**src/rtl/fc3_ctrl_pkg.sv**
```systemverilog
// rtl/fc3_ctrl_pkg.sv - shared constants and state encoding for the fc layer controllers
//
// Holds the one-hot controller state encoding, default layer dimensions and
// delays, and the address widths of the feature, weight and output buffers.
// Other fc ctrl blocks import this package so they all use the same values.
package fc3_ctrl_pkg;

    localparam int N_IN_DEF    = 84;
    localparam int N_OUT_DEF   = 10;
    localparam int WR_DLY_DEF  = 6;
    localparam int CLR_DLY_DEF = 3;

    localparam int F7_AW = 7;
    localparam int W7_AW = 10;
    localparam int F8_AW = 4;
    localparam int B7_AW = 4;

    typedef enum logic [2:0] {
        ST_IDLE = 3'b001,
        ST_RUN  = 3'b010,
        ST_DONE = 3'b100
    } fc_state_e;

endpackage

```
**src/rtl/fc3_ctrl_pulse_dly.sv**
```systemverilog
// rtl/fc3_ctrl_pulse_dly.sv - fixed-depth shift register used for every strobe delay chain
//
// Ports:
//   clk  - clock, rising edge
//   rst  - synchronous active-high reset, clears every stage
//   d    - WIDTH-bit value entering the chain
//   q    - d delayed by DEPTH clock cycles (DEPTH >= 1)
module pulse_dly #(
    parameter int DEPTH = 1,
    parameter int WIDTH = 1
) (
    input  logic             clk,
    input  logic             rst,
    input  logic [WIDTH-1:0] d,
    output logic [WIDTH-1:0] q
);

    logic [WIDTH-1:0] sr [DEPTH];

    always_ff @(posedge clk) begin
        if (rst) begin
            for (int i = 0; i < DEPTH; i++) begin
                sr[i] <= '0;
            end
        end else begin
            sr[0] <= d;
            for (int i = 1; i < DEPTH; i++) begin
                sr[i] <= sr[i-1];
            end
        end
    end

    assign q = sr[DEPTH-1];

endmodule

```
**src/rtl/fc3_ctrl.sv**
```systemverilog
// rtl/fc3_ctrl.sv - address sequencer and strobe generator for the final fully-connected layer
//
// Walks N_IN inputs for each of N_OUT neurons, issuing feature and weight
// read addresses once per RUN cycle, and produces the delayed accumulator
// clear, output write and layer-done strobes that line up with the MAC pipe.
//
// Ports:
//   clk       - clock, rising edge
//   rst       - synchronous active-high reset
//   fc3_start - start pulse, only honoured in IDLE
//   f7_raddr  - feature buffer read address (input index)
//   w7_raddr  - weight ROM read address (neuron*N_IN + input)
//   f8_wr_en  - one-cycle write strobe per finished neuron
//   f8_waddr  - output buffer write address, valid with f8_wr_en
//   fc3_clr   - accumulator clear, one pulse per neuron
//   fc3_done  - one-cycle layer-complete pulse
//   b7_raddr  - bias ROM read address (only with FC3_BIAS_ADDR_EN defined)
//
// Build option: define FC3_BIAS_ADDR_EN to add the b7_raddr output;
// otherwise bias is supplied externally and the port does not exist.
module fc3_ctrl
    import fc3_ctrl_pkg::*;
#(
    parameter int N_IN    = N_IN_DEF,
    parameter int N_OUT   = N_OUT_DEF,
    parameter int WR_DLY  = WR_DLY_DEF,
    parameter int CLR_DLY = CLR_DLY_DEF
) (
    input  logic             clk,
    input  logic             rst,
    input  logic             fc3_start,
    output logic [F7_AW-1:0] f7_raddr,
    output logic [W7_AW-1:0] w7_raddr,
    output logic             f8_wr_en,
    output logic [F8_AW-1:0] f8_waddr,
    output logic             fc3_clr,
`ifdef FC3_BIAS_ADDR_EN
    output logic [B7_AW-1:0] b7_raddr,
`endif
    output logic             fc3_done
);

    localparam logic [F7_AW-1:0] IN_LAST  = F7_AW'(N_IN - 1);
    localparam logic [F8_AW-1:0] OUT_LAST = F8_AW'(N_OUT - 1);

    fc_state_e        state;
    fc_state_e        state_nxt;
    logic             run;
    logic             done_ev;
    logic             last_issue;
    logic             wr_ev;
    logic             clr_ev;
    logic [F7_AW-1:0] cnt_in;
    logic [F8_AW-1:0] cnt_out;
    logic [W7_AW-1:0] w7_cnt;

    assign last_issue = run && (cnt_in == IN_LAST) && (cnt_out == OUT_LAST);

    // State register
    always_ff @(posedge clk) begin
        if (rst) begin
            state <= ST_IDLE;
        end else begin
            state <= state_nxt;
        end
    end

    // Next-state logic; fc3_start outside IDLE is simply not looked at
    always_comb begin
        state_nxt = state;
        case (state)
            ST_IDLE: if (fc3_start) state_nxt = ST_RUN;
            ST_RUN:  if (last_issue) state_nxt = ST_DONE;
            ST_DONE: state_nxt = ST_IDLE;
            default: state_nxt = ST_IDLE;
        endcase
    end

    // State-decoded outputs
    always_comb begin
        run     = 1'b0;
        done_ev = 1'b0;
        case (state)
            ST_RUN:  run = 1'b1;
            ST_DONE: done_ev = 1'b1;
            default: ;
        endcase
    end

    // Counters sit at zero outside RUN and are cleared on the last issue so
    // DONE and IDLE both present address 0.  w7_cnt runs independently of the
    // loop counters so no neuron*N_IN product is ever formed.
    always_ff @(posedge clk) begin
        if (rst || !run || last_issue) begin
            cnt_in  <= '0;
            cnt_out <= '0;
            w7_cnt  <= '0;
        end else begin
            w7_cnt <= w7_cnt + 1'b1;
            if (cnt_in == IN_LAST) begin
                cnt_in  <= '0;
                cnt_out <= cnt_out + 1'b1;
            end else begin
                cnt_in <= cnt_in + 1'b1;
            end
        end
    end

    assign f7_raddr = cnt_in;
    assign w7_raddr = w7_cnt;

    assign wr_ev  = run && (cnt_in == IN_LAST);
    assign clr_ev = run && (cnt_in == '0);

    // Write strobe, its address and the done strobe travel together.  DONE is
    // entered the cycle after the final write event, so sharing the chain
    // keeps fc3_done exactly one cycle behind the last f8_wr_en.  The address
    // is zeroed between strobes so f8_waddr idles at 0.
    logic [F8_AW+1:0] wr_chain_d;
    logic [F8_AW+1:0] wr_chain_q;

    assign wr_chain_d = {done_ev, wr_ev, (wr_ev ? cnt_out : {F8_AW{1'b0}})};

    pulse_dly #(
        .DEPTH (WR_DLY + 1),
        .WIDTH (F8_AW + 2)
    ) u_wr_dly (
        .clk (clk),
        .rst (rst),
        .d   (wr_chain_d),
        .q   (wr_chain_q)
    );

    assign fc3_done = wr_chain_q[F8_AW+1];
    assign f8_wr_en = wr_chain_q[F8_AW];
    assign f8_waddr = wr_chain_q[F8_AW-1:0];

    pulse_dly #(
        .DEPTH (CLR_DLY),
        .WIDTH (1)
    ) u_clr_dly (
        .clk (clk),
        .rst (rst),
        .d   (clr_ev),
        .q   (fc3_clr)
    );

`ifdef FC3_BIAS_ADDR_EN
    // cnt_out is first registered as the neuron index of the issued address,
    // then runs WR_DLY-1 further stages so the bias address is presented one
    // cycle before the matching f8_wr_en, in step with the bias-add stage.
    logic [B7_AW-1:0] nidx_q;

    always_ff @(posedge clk) begin
        if (rst) begin
            nidx_q <= '0;
        end else begin
            nidx_q <= B7_AW'(cnt_out);
        end
    end

    pulse_dly #(
        .DEPTH (WR_DLY - 1),
        .WIDTH (B7_AW)
    ) u_b7_dly (
        .clk (clk),
        .rst (rst),
        .d   (nidx_q),
        .q   (b7_raddr)
    );
`endif

endmodule

```
**config.mk**
```make
export PLATFORM = sky130hd
export DESIGN_NAME = fc3_ctrl
export DESIGN_NICKNAME = d
export VERILOG_FILES = /design/src/rtl/fc3_ctrl_pkg.sv /design/src/rtl/fc3_ctrl_pulse_dly.sv /design/src/rtl/fc3_ctrl.sv
export SDC_FILE = /design/constraint.sdc
export NUM_CORES = 1
export LEC_CHECK = 0
export ABC_AREA = 1
export CORE_ASPECT_RATIO = 1.25
export CORE_UTILIZATION = 49
export DETAILED_ROUTE_END_ITERATION = 16
export PLACE_DENSITY = 0.81
export RECOVER_POWER = 25
export SLEW_MARGIN = 30
export SYNTH_ARGS = -nofsm -noshare
export SYNTH_HDL_FRONTEND = slang
export SYNTH_SLANG_ARGS = --single-unit
```
**constraint.sdc**
```tcl
create_clock -name clk -period 1.2 [get_ports clk]
set_input_delay 0.24 -clock clk [delete_from_list [all_inputs] [get_ports clk]]
set_output_delay 0.24 -clock clk [all_outputs]
set_load 0.1 [all_outputs]
```
==> tab_implementation.tex, run 1 <==
\begin{tabular}{lr}
\hline
Metric & Value \\
\hline
\multicolumn{2}{l}{\textbf{STA}} \\
RSZ-0062 raised after global routing & yes \\
Number of setup violations in the final report & 4 \\
Setup skew after layout & between 10 and 15 ps \\
Hold\_ws & approximately 400 ps \\
Transition at the pin with the smallest max-transition slack & between 300 and 400 ps \\
Portion of the clock cycle consumed by the worst path in the final layout & 101\% \\
Crit path setup slack, layout & -16.9 ps \\
Maximum clock frequency & around 0.82 GHz \\
Final hold violation count & 0 \\
Final Max Slew Viols & 0 \\
Setup TNS after final layout & -58.0 ps \\
Relative slew slack & around 77\% \\
Shortest clock period the worst path allows after layout & around 1200 ps \\
\multicolumn{2}{l}{\textbf{Logic synthesis}} \\
Number of enable-type register cells in the synthesized netlist & 0 \\
Yosys warning count & 0 \\
Share of synthesized area occupied by flip-flops and latches & a little under three fifths \\
Synthesized area per cell & between 7 and 8 sq um \\
Share of synthesized cell area in full adder, half adder and majority cells & 2.55\% \\
Compound-cell area share of the yosys netlist & less than 1\% \\
Post-Synthesis Net Count & between 300 and 400 \\
Netlist area before placement & $\sim$2500 sq um \\
Xor-xnor portion of the synthesized cell area & under 10\% \\
Synth Flop Type & sky130\_fd\_sc\_hd\_\_dfxtp\_1 \\
Combinational family with the most area after synthesis & simple AND/OR/NAND/NOR gates \\
Syn Inst Count & 309 \\
Yosys cell types & 20 \\
Simple-gate area share of the yosys netlist & around 26\% \\
Mux contribution to synthesized area & 0\% \\
Number of flip-flops and latches in the synthesized netlist & just under 70 \\
Fraction of registers with async set/reset & 0\% \\
\multicolumn{2}{l}{\textbf{Critical path}} \\
Arrival time reported for the critical path endpoint & approximately 1000 ps \\
Worst setup path category & reg -> out \\
CP endpoint kind & output port \\
Element type at the critical path start & register \\
Required time at the worst-slack endpoint & approximately 960 ps \\
CP Max Fanout & 3 \\
\multicolumn{2}{l}{\textbf{Detailed routing}} \\
Vias per cell & 4.74 \\
Pre-Repair DR Iteration Count & 4 \\
Final Routed Wirelength & $\sim$5.5 mm \\
Routed via count & slightly above 2000 \\
Detailed Route Iter0 Violations & 90 \\
Remaining DRCs & 0 \\
Final routed wire length divided by cell count & between 10 and 15 microns \\
Number of nets still failing antenna checks after routing & 0 \\
\multicolumn{2}{l}{\textbf{Clocking}} \\
Number of levels in the clock H-tree & 3 \\
Hold buffer count at CTS & 0 \\
Total clock buffers created by CTS & 9 \\
Longest Clk Path Bufs & 2 \\
Root buf cell & sky130\_fd\_sc\_hd\_\_clkbuf\_8 \\
CTS tree & yes \\
Number of clock sinks & 69 \\
Clock slew at the register clock pins of the worst setup and hold paths & 70 ps \\
Clock latency at the later pin of the worst-skew pair & approximately 350 ps \\
\multicolumn{2}{l}{\textbf{Run}} \\
Max-cap viol count & 0 \\
\multicolumn{2}{l}{\textbf{Floorplan}} \\
\# IOs & 27 \\
Initial Util & about half \\
Die X-Extent & 65.3 microns \\
Row count & 28 \\
Die Span Y & around 81 microns \\
Area of the core & 4760 sq um \\
Area of the die & between 5000 and 6000 sq um \\
\multicolumn{2}{l}{\textbf{GRT}} \\
Number of antenna violations at the first check in global routing & 0 \\
Maximum number of pins on one net before global-route repair & 27 \\
Total GRT Usage & 20.3\% \\
Remaining global-route overflow & 0 \\
Met1 GRT Util & around a fifth \\
Routing usage on met3 & 7.30\% \\
Grt met2 use & a little over a third \\
Wire length of the first global-routing pass & around 8 mm \\
Most crowded layer after global routing & met2 \\
Number of global-route vias before repair & 1951 \\
\multicolumn{2}{l}{\textbf{Layout}} \\
Summed area of non-filler cells in the final layout & approximately 3600 sq um \\
Nets & 372 \\
Commonest non-fill, non-tap cell in the layout & sky130\_fd\_sc\_hd\_\_inv\_1 \\
Synthesis-to-finish area growth & 47.9\% \\
Number of inserted diodes & 0 \\
Share of post-route cells with drive strength above 1 & a little over a third \\
Top library cells by usage in the layout, fill and taps aside & sky130\_fd\_sc\_hd\_\_inv\_1 (70), sky130\_fd\_sc\_hd\_\_nor2\_1 (55), sky130\_fd\_sc\_hd\_\_dfxtp\_1 (48) \\
\multicolumn{2}{l}{\textbf{Power}} \\
Total power density per cell area & roughly 1200 nW/um\^{}2 \\
Max VDD drop & 0.701 mV \\
Leakage power summed over all cells & approximately 1.4 nW \\
\multicolumn{2}{l}{\textbf{Placement}} \\
Number of input and output port buffers inserted & 26 \\
Instance area after placement & 3190 sq um \\
Last weighted congestion value of the routability-driven placer & 0.778 \\
HPWL after detailed placement & 3.01 mm \\
\multicolumn{2}{l}{\textbf{Status}} \\
Violated checks & setup timing \\
Result of the run & finished with violations \\
\multicolumn{2}{l}{\textbf{Min path}} \\
Classification of the worst-slack hold path & reg -> reg \\
\hline
\end{tabular}
==> critical path, cell delays in order, from the launching register on <==
cell and delay (ps):
sky130_fd_sc_hd__dfxtp_4 360, sky130_fd_sc_hd__buf_6 120, sky130_fd_sc_hd__buf_12 150
==> layer usage <==
layer | wire length, microns | vias to the layer above
li1 | - | 1010
met1 | 2000 | 962
met2 | 3070 | 44
met3 | 220 | 18
met4 | 183 | 0
met5 | 0 | -
==> synthesized netlist by cell type, types with 2 or more instances <==
| library cell | instances | area (sq um) |
|---|---|---|
| sky130_fd_sc_hd__nor3_1 | 2 | 10.0 |
| sky130_fd_sc_hd__nor2_4 | 3 | 33.8 |
| sky130_fd_sc_hd__nand3_1 | 14 | 70.1 |
| sky130_fd_sc_hd__dfxtp_1 | 69 | 1380 |
| sky130_fd_sc_hd__nor3b_1 | 2 | 15.0 |
| sky130_fd_sc_hd__nand4_1 | 4 | 25.0 |
| sky130_fd_sc_hd__ha_1 | 5 | 62.6 |
| sky130_fd_sc_hd__nand2_2 | 3 | 18.8 |
| sky130_fd_sc_hd__clkbuf_1 | 4 | 15.0 |
| sky130_fd_sc_hd__inv_1 | 73 | 274 |
| sky130_fd_sc_hd__nand3_2 | 2 | 20.0 |
| sky130_fd_sc_hd__nor2_1 | 69 | 259 |
| sky130_fd_sc_hd__nand2_1 | 46 | 173 |
| sky130_fd_sc_hd__a21oi_1 | 3 | 15.0 |
| sky130_fd_sc_hd__xnor2_1 | 5 | 43.8 |
==> sequential cells by signal, indices dropped and copies added (netlist names) <==
name,flops
u_wr_dly.sr,42
w7_raddr,10
f7_raddr,7
cnt_out,4
state,3
u_clr_dly.sr,3
==> through the flow <==
| step | power (mW) | worst slack, ps | utilization, % | cells |
|---|---|---|---|---|
| 5_1_grt | 4.51 | -67.3 | 76.3 | 429 |
| 2_1_floorplan | 2.45 | -196 | - | 309 |
| 3_3_place_gp | 2.49 | -166 | 66.9 | 404 |
| 4_1_cts | 4.35 | -29.7 | 71.8 | 420 |
| 3_5_place_dp | 2.49 | -264 | 66.9 | 404 |
| 6_report | 4.35 | -16.9 | 76.3 | 429 |
==> power breakdown <==
group	switching (mW)	internal [mW]	leakage (nW)	total, mW
Combinational	0.115	0.0577	0.747	0.172
Clock	0.879	0.991	0.108	1.87
Sequential	0.0282	2.28	0.571	2.31
==> layout make-up <==
class	count	area [sq um]
fill	319	1130
tap	60	75.1
sequential	69	1450
clock buffer	12	176
clock inverter	4	26.3
multi-input combinational	162	945
inverter	73	274
timing repair buffer	49	689
==> logic make-up (layout without fill, tap and decap cells) <==
kind of cell,count (synthesis),count (layout)
AO/OA/AOI/OAI,3,3
AND/OR/NAND/NOR,147,148
buffers and inverters,79,138
adder cells (fa/ha/maj),5,5
flip-flops,69,69
XOR/XNOR,6,6
==> final timing paths <==
check / from / endpoint / slack, ps / depth (start not counted)
setup / recovery: w7_raddr[1] / w7_raddr[1] / -20 / 2
setup reg to reg: f7_raddr[1] / u_wr_dly.sr[0][1] / -20 / 6
hold / removal: u_wr_dly.sr[0][0] / u_wr_dly.sr[0][6] / 400 / 2
hold reg to reg: u_wr_dly.sr[0][0] / u_wr_dly.sr[0][6] / 400 / 2
==> what timing repair did <==
action,CTS,global route
setup buffers,2,8
gates resized for setup,8,47
cloned,0,1
pin swaps,0,22
setup endpoints to repair,23,34
Note: power is estimated with default switching activity, not from simulation.
==> run 2, diff against run 1 <==
ABC_CLOCK_PERIOD_IN_PS = 1200   (was not set)
CORE_UTILIZATION = 35   (was 49)
CTS_CLUSTER_DIAMETER = 30   (was not set)
PLACE_DENSITY = 0.63   (was 0.81)
==> tab_implementation.tex, run 2 (synthesis results as in run 1) <==
\begin{tabular}{lr}
\hline
Metric & Value \\
\hline
\multicolumn{2}{l}{\textbf{Status}} \\
Result of the run & finished with violations \\
Violated checks & setup timing \\
\multicolumn{2}{l}{\textbf{Layout}} \\
Number of inserted diodes & 0 \\
Register with the most flip-flops & u\_wr\_dly.sr \\
Share of post-route cells with drive strength above 1 & approximately a third \\
Nets & 376 \\
Synthesis-to-finish area growth & 48.8\% \\
Flip-flop count of the largest register, all copies and words added & 42 \\
Non-filler instance count after layout & between 400 and 500 \\
Top library cells by usage in the layout, fill and taps aside & sky130\_fd\_sc\_hd\_\_inv\_1 (72), sky130\_fd\_sc\_hd\_\_nor2\_1 (63), sky130\_fd\_sc\_hd\_\_dfxtp\_1 (49) \\
Layout filler cell count & 610 \\
Commonest non-fill, non-tap cell in the layout & sky130\_fd\_sc\_hd\_\_inv\_1 \\
\multicolumn{2}{l}{\textbf{Clocking}} \\
Total clock buffers created by CTS & 9 \\
Longest Clk Path Bufs & 2 \\
CTS tree & yes \\
Clock latency at the later pin of the worst-skew pair & around 340 ps \\
Clock slew at the register clock pins of the worst setup and hold paths & roughly 70 ps \\
Number of levels in the clock H-tree & 3 \\
Hold buffer count at CTS & 0 \\
Number of clock sinks & 69 \\
Root buf cell & sky130\_fd\_sc\_hd\_\_clkbuf\_8 \\
\multicolumn{2}{l}{\textbf{GRT}} \\
Wire length of the first global-routing pass & a little over 7 mm \\
Number of antenna violations at the first check in global routing & 0 \\
Total GRT Usage & between 10\% and 20\% \\
Remaining global-route overflow & 0 \\
Number of global-route vias before repair & 1773 \\
Maximum number of pins on one net before global-route repair & 28 \\
\multicolumn{2}{l}{\textbf{STA}} \\
Transition at the pin with the smallest max-transition slack & about 240 ps \\
Hold\_ws & approximately 400 ps \\
Setup skew after layout & 8.40 ps \\
Crit path setup slack, layout & -9.86 ps \\
Final hold violation count & 0 \\
Portion of the clock cycle consumed by the worst path in the final layout & 101\% \\
Maximum clock frequency & $\sim$0.83 GHz \\
Setup TNS after final layout & -9.86 ps \\
Shortest clock period the worst path allows after layout & roughly 1200 ps \\
RSZ-0062 raised after global routing & yes \\
Final Max Slew Viols & 0 \\
Relative slew slack & $\sim$84\% \\
Number of setup violations in the final report & 1 \\
\multicolumn{2}{l}{\textbf{Critical path}} \\
Cells along the critical path & buf\_6, buf\_12 \\
Dominant delay contributor by cell family on the critical path & flip-flops \\
Number of buffer and inverter instances along the worst setup path & 2 \\
Arrival time reported for the critical path endpoint & roughly 970 ps \\
CP endpoint kind & output port \\
Element type at the critical path start & register \\
Required time at the worst-slack endpoint & roughly 960 ps \\
Max stage delay cell, worst path & sky130\_fd\_sc\_hd\_\_dfxtp\_4 \\
CP Max Fanout & 3 \\
Worst setup path category & reg -> out \\
Largest stage delay, worst path & 360 ps \\
\multicolumn{2}{l}{\textbf{Detailed routing}} \\
Final Routed Wirelength & $\sim$4.4 mm \\
Vias per cell & around 4.2 \\
Number of nets still failing antenna checks after routing & 0 \\
Routed via count & around 1900 \\
Final routed wire length divided by cell count & between 9 and 10 microns \\
Detailed Route Iter0 Violations & 85 \\
Pre-Repair DR Iteration Count & 4 \\
Remaining DRCs & 0 \\
\multicolumn{2}{l}{\textbf{Power}} \\
Max VDD drop & 0.644 mV \\
Total power density per cell area & around 1200 nW/um\^{}2 \\
Leakage power summed over all cells & between 1 and 1.5 nW \\
\multicolumn{2}{l}{\textbf{Placement}} \\
Post-Place Cells & about 440 \\
HPWL after detailed placement & around 2.8 mm \\
Number of input and output port buffers inserted & 26 \\
Last weighted congestion value of the routability-driven placer & approximately 0.9 \\
\multicolumn{2}{l}{\textbf{Floorplan}} \\
Area of the core & between 6000 and 7000 sq um \\
Area of the die & between 7000 and 8000 sq um \\
Die X-Extent & slightly below 80 microns \\
Row count & 33 \\
Die Span Y & approximately 96 microns \\
\# IOs & 27 \\
Initial Util & a little under two fifths \\
\multicolumn{2}{l}{\textbf{Run}} \\
Max-cap viol count & 0 \\
\multicolumn{2}{l}{\textbf{Min path}} \\
Classification of the worst-slack hold path & reg -> reg \\
\hline
\end{tabular}
[run 2: cell count changes in the layout (fill, tap and decap cells not counted), sizes merged]
cell,before,now
buf,45,51
clkbuf,14,13
clkdlybuf4s50,1,2
clkinv,2,1
dlygate4sd3,1,0
[run 2: final timing paths]
path	from	end	slack, ps	depth (start not counted)
max	w7_raddr[1]	w7_raddr[1]	-10	2
min	u_clr_dly.sr[0][0]	u_clr_dly.sr[0][1]	400	2
max reg2reg	cnt_out[1]	cnt_out[2]	0	8
min reg2reg	u_clr_dly.sr[0][0]	u_clr_dly.sr[0][1]	400	2
[run 2: timing repair]
item | CTS | global route
hold endpoints to repair | 0 | 0
gates cloned | 0 | 1
pin swaps | 3 | 18
setup buffers | 7 | 5
gates resized for setup | 13 | 24
endpoints found under the setup margin | 24 | 29
[run 2: report_power, final]
| group | switching [mW] | leakage, nW | internal [mW] | total, mW |
|---|---|---|---|---|
| combinational | 0.0951 | 0.753 | 0.0557 | 0.151 |
| sequential | 0.0197 | 0.570 | 2.28 | 2.30 |
| clock | 0.838 | 0.106 | 1.00 | 1.84 |
| total | 0.952 | 1.43 | 3.34 | 4.29 |
[run 2: metal layers]
| metal | up-vias | GRT usage [%] | share of wire [%] | routed length [microns] |
|---|---|---|---|---|
| met5 | - | 0 | 0 | 0 |
| met3 | 8 | 5.17 | 3.6 | 158 |
| met2 | 29 | 21.5 | 51 | 2210 |
| met1 | 866 | 14.0 | 44 | 1920 |
| met4 | 0 | 7.21 | 1.6 | 68 |
| li1 | 1015 | - | - | - |
[run 2: final cells by class]
type                       count  area (sq um)  share of cell area (%)
sequential                    69          1440                    39.4
multi-input combinational    162           905                    24.7
timing repair buffer          53           726                    19.8
inverter                      73           274                    7.49
clock buffer                  13           180                    4.93
tap                           87           109                    2.98
clock inverter                 3          23.8                   0.650
[run 2: worst register-to-register path, cell delays in order (launching register included)]
cell                      delay [ps]
sky130_fd_sc_hd__dfxtp_2         320
sky130_fd_sc_hd__buf_4           120
sky130_fd_sc_hd__buf_4           140
sky130_fd_sc_hd__ha_4            160
sky130_fd_sc_hd__xor2_2          170
sky130_fd_sc_hd__nand2_2          60
sky130_fd_sc_hd__nand2_1          60
sky130_fd_sc_hd__inv_1            40
sky130_fd_sc_hd__nor2_1           80
[run 2: stage by stage]
step | setup slack, ps | util [%] | cell area [sq um] | power (mW)
3_5_place_dp | -213 | 48.6 | 3250 | 2.49
4_1_cts | -20.9 | 52.5 | 3510 | 4.34
3_3_place_gp | -190 | 48.6 | 3250 | 2.49
6_report | -9.86 | 54.7 | 3660 | 4.29
5_1_grt | -73.7 | 54.7 | 3660 | 4.51
2_1_floorplan | -196 | - | 2530 | 2.45
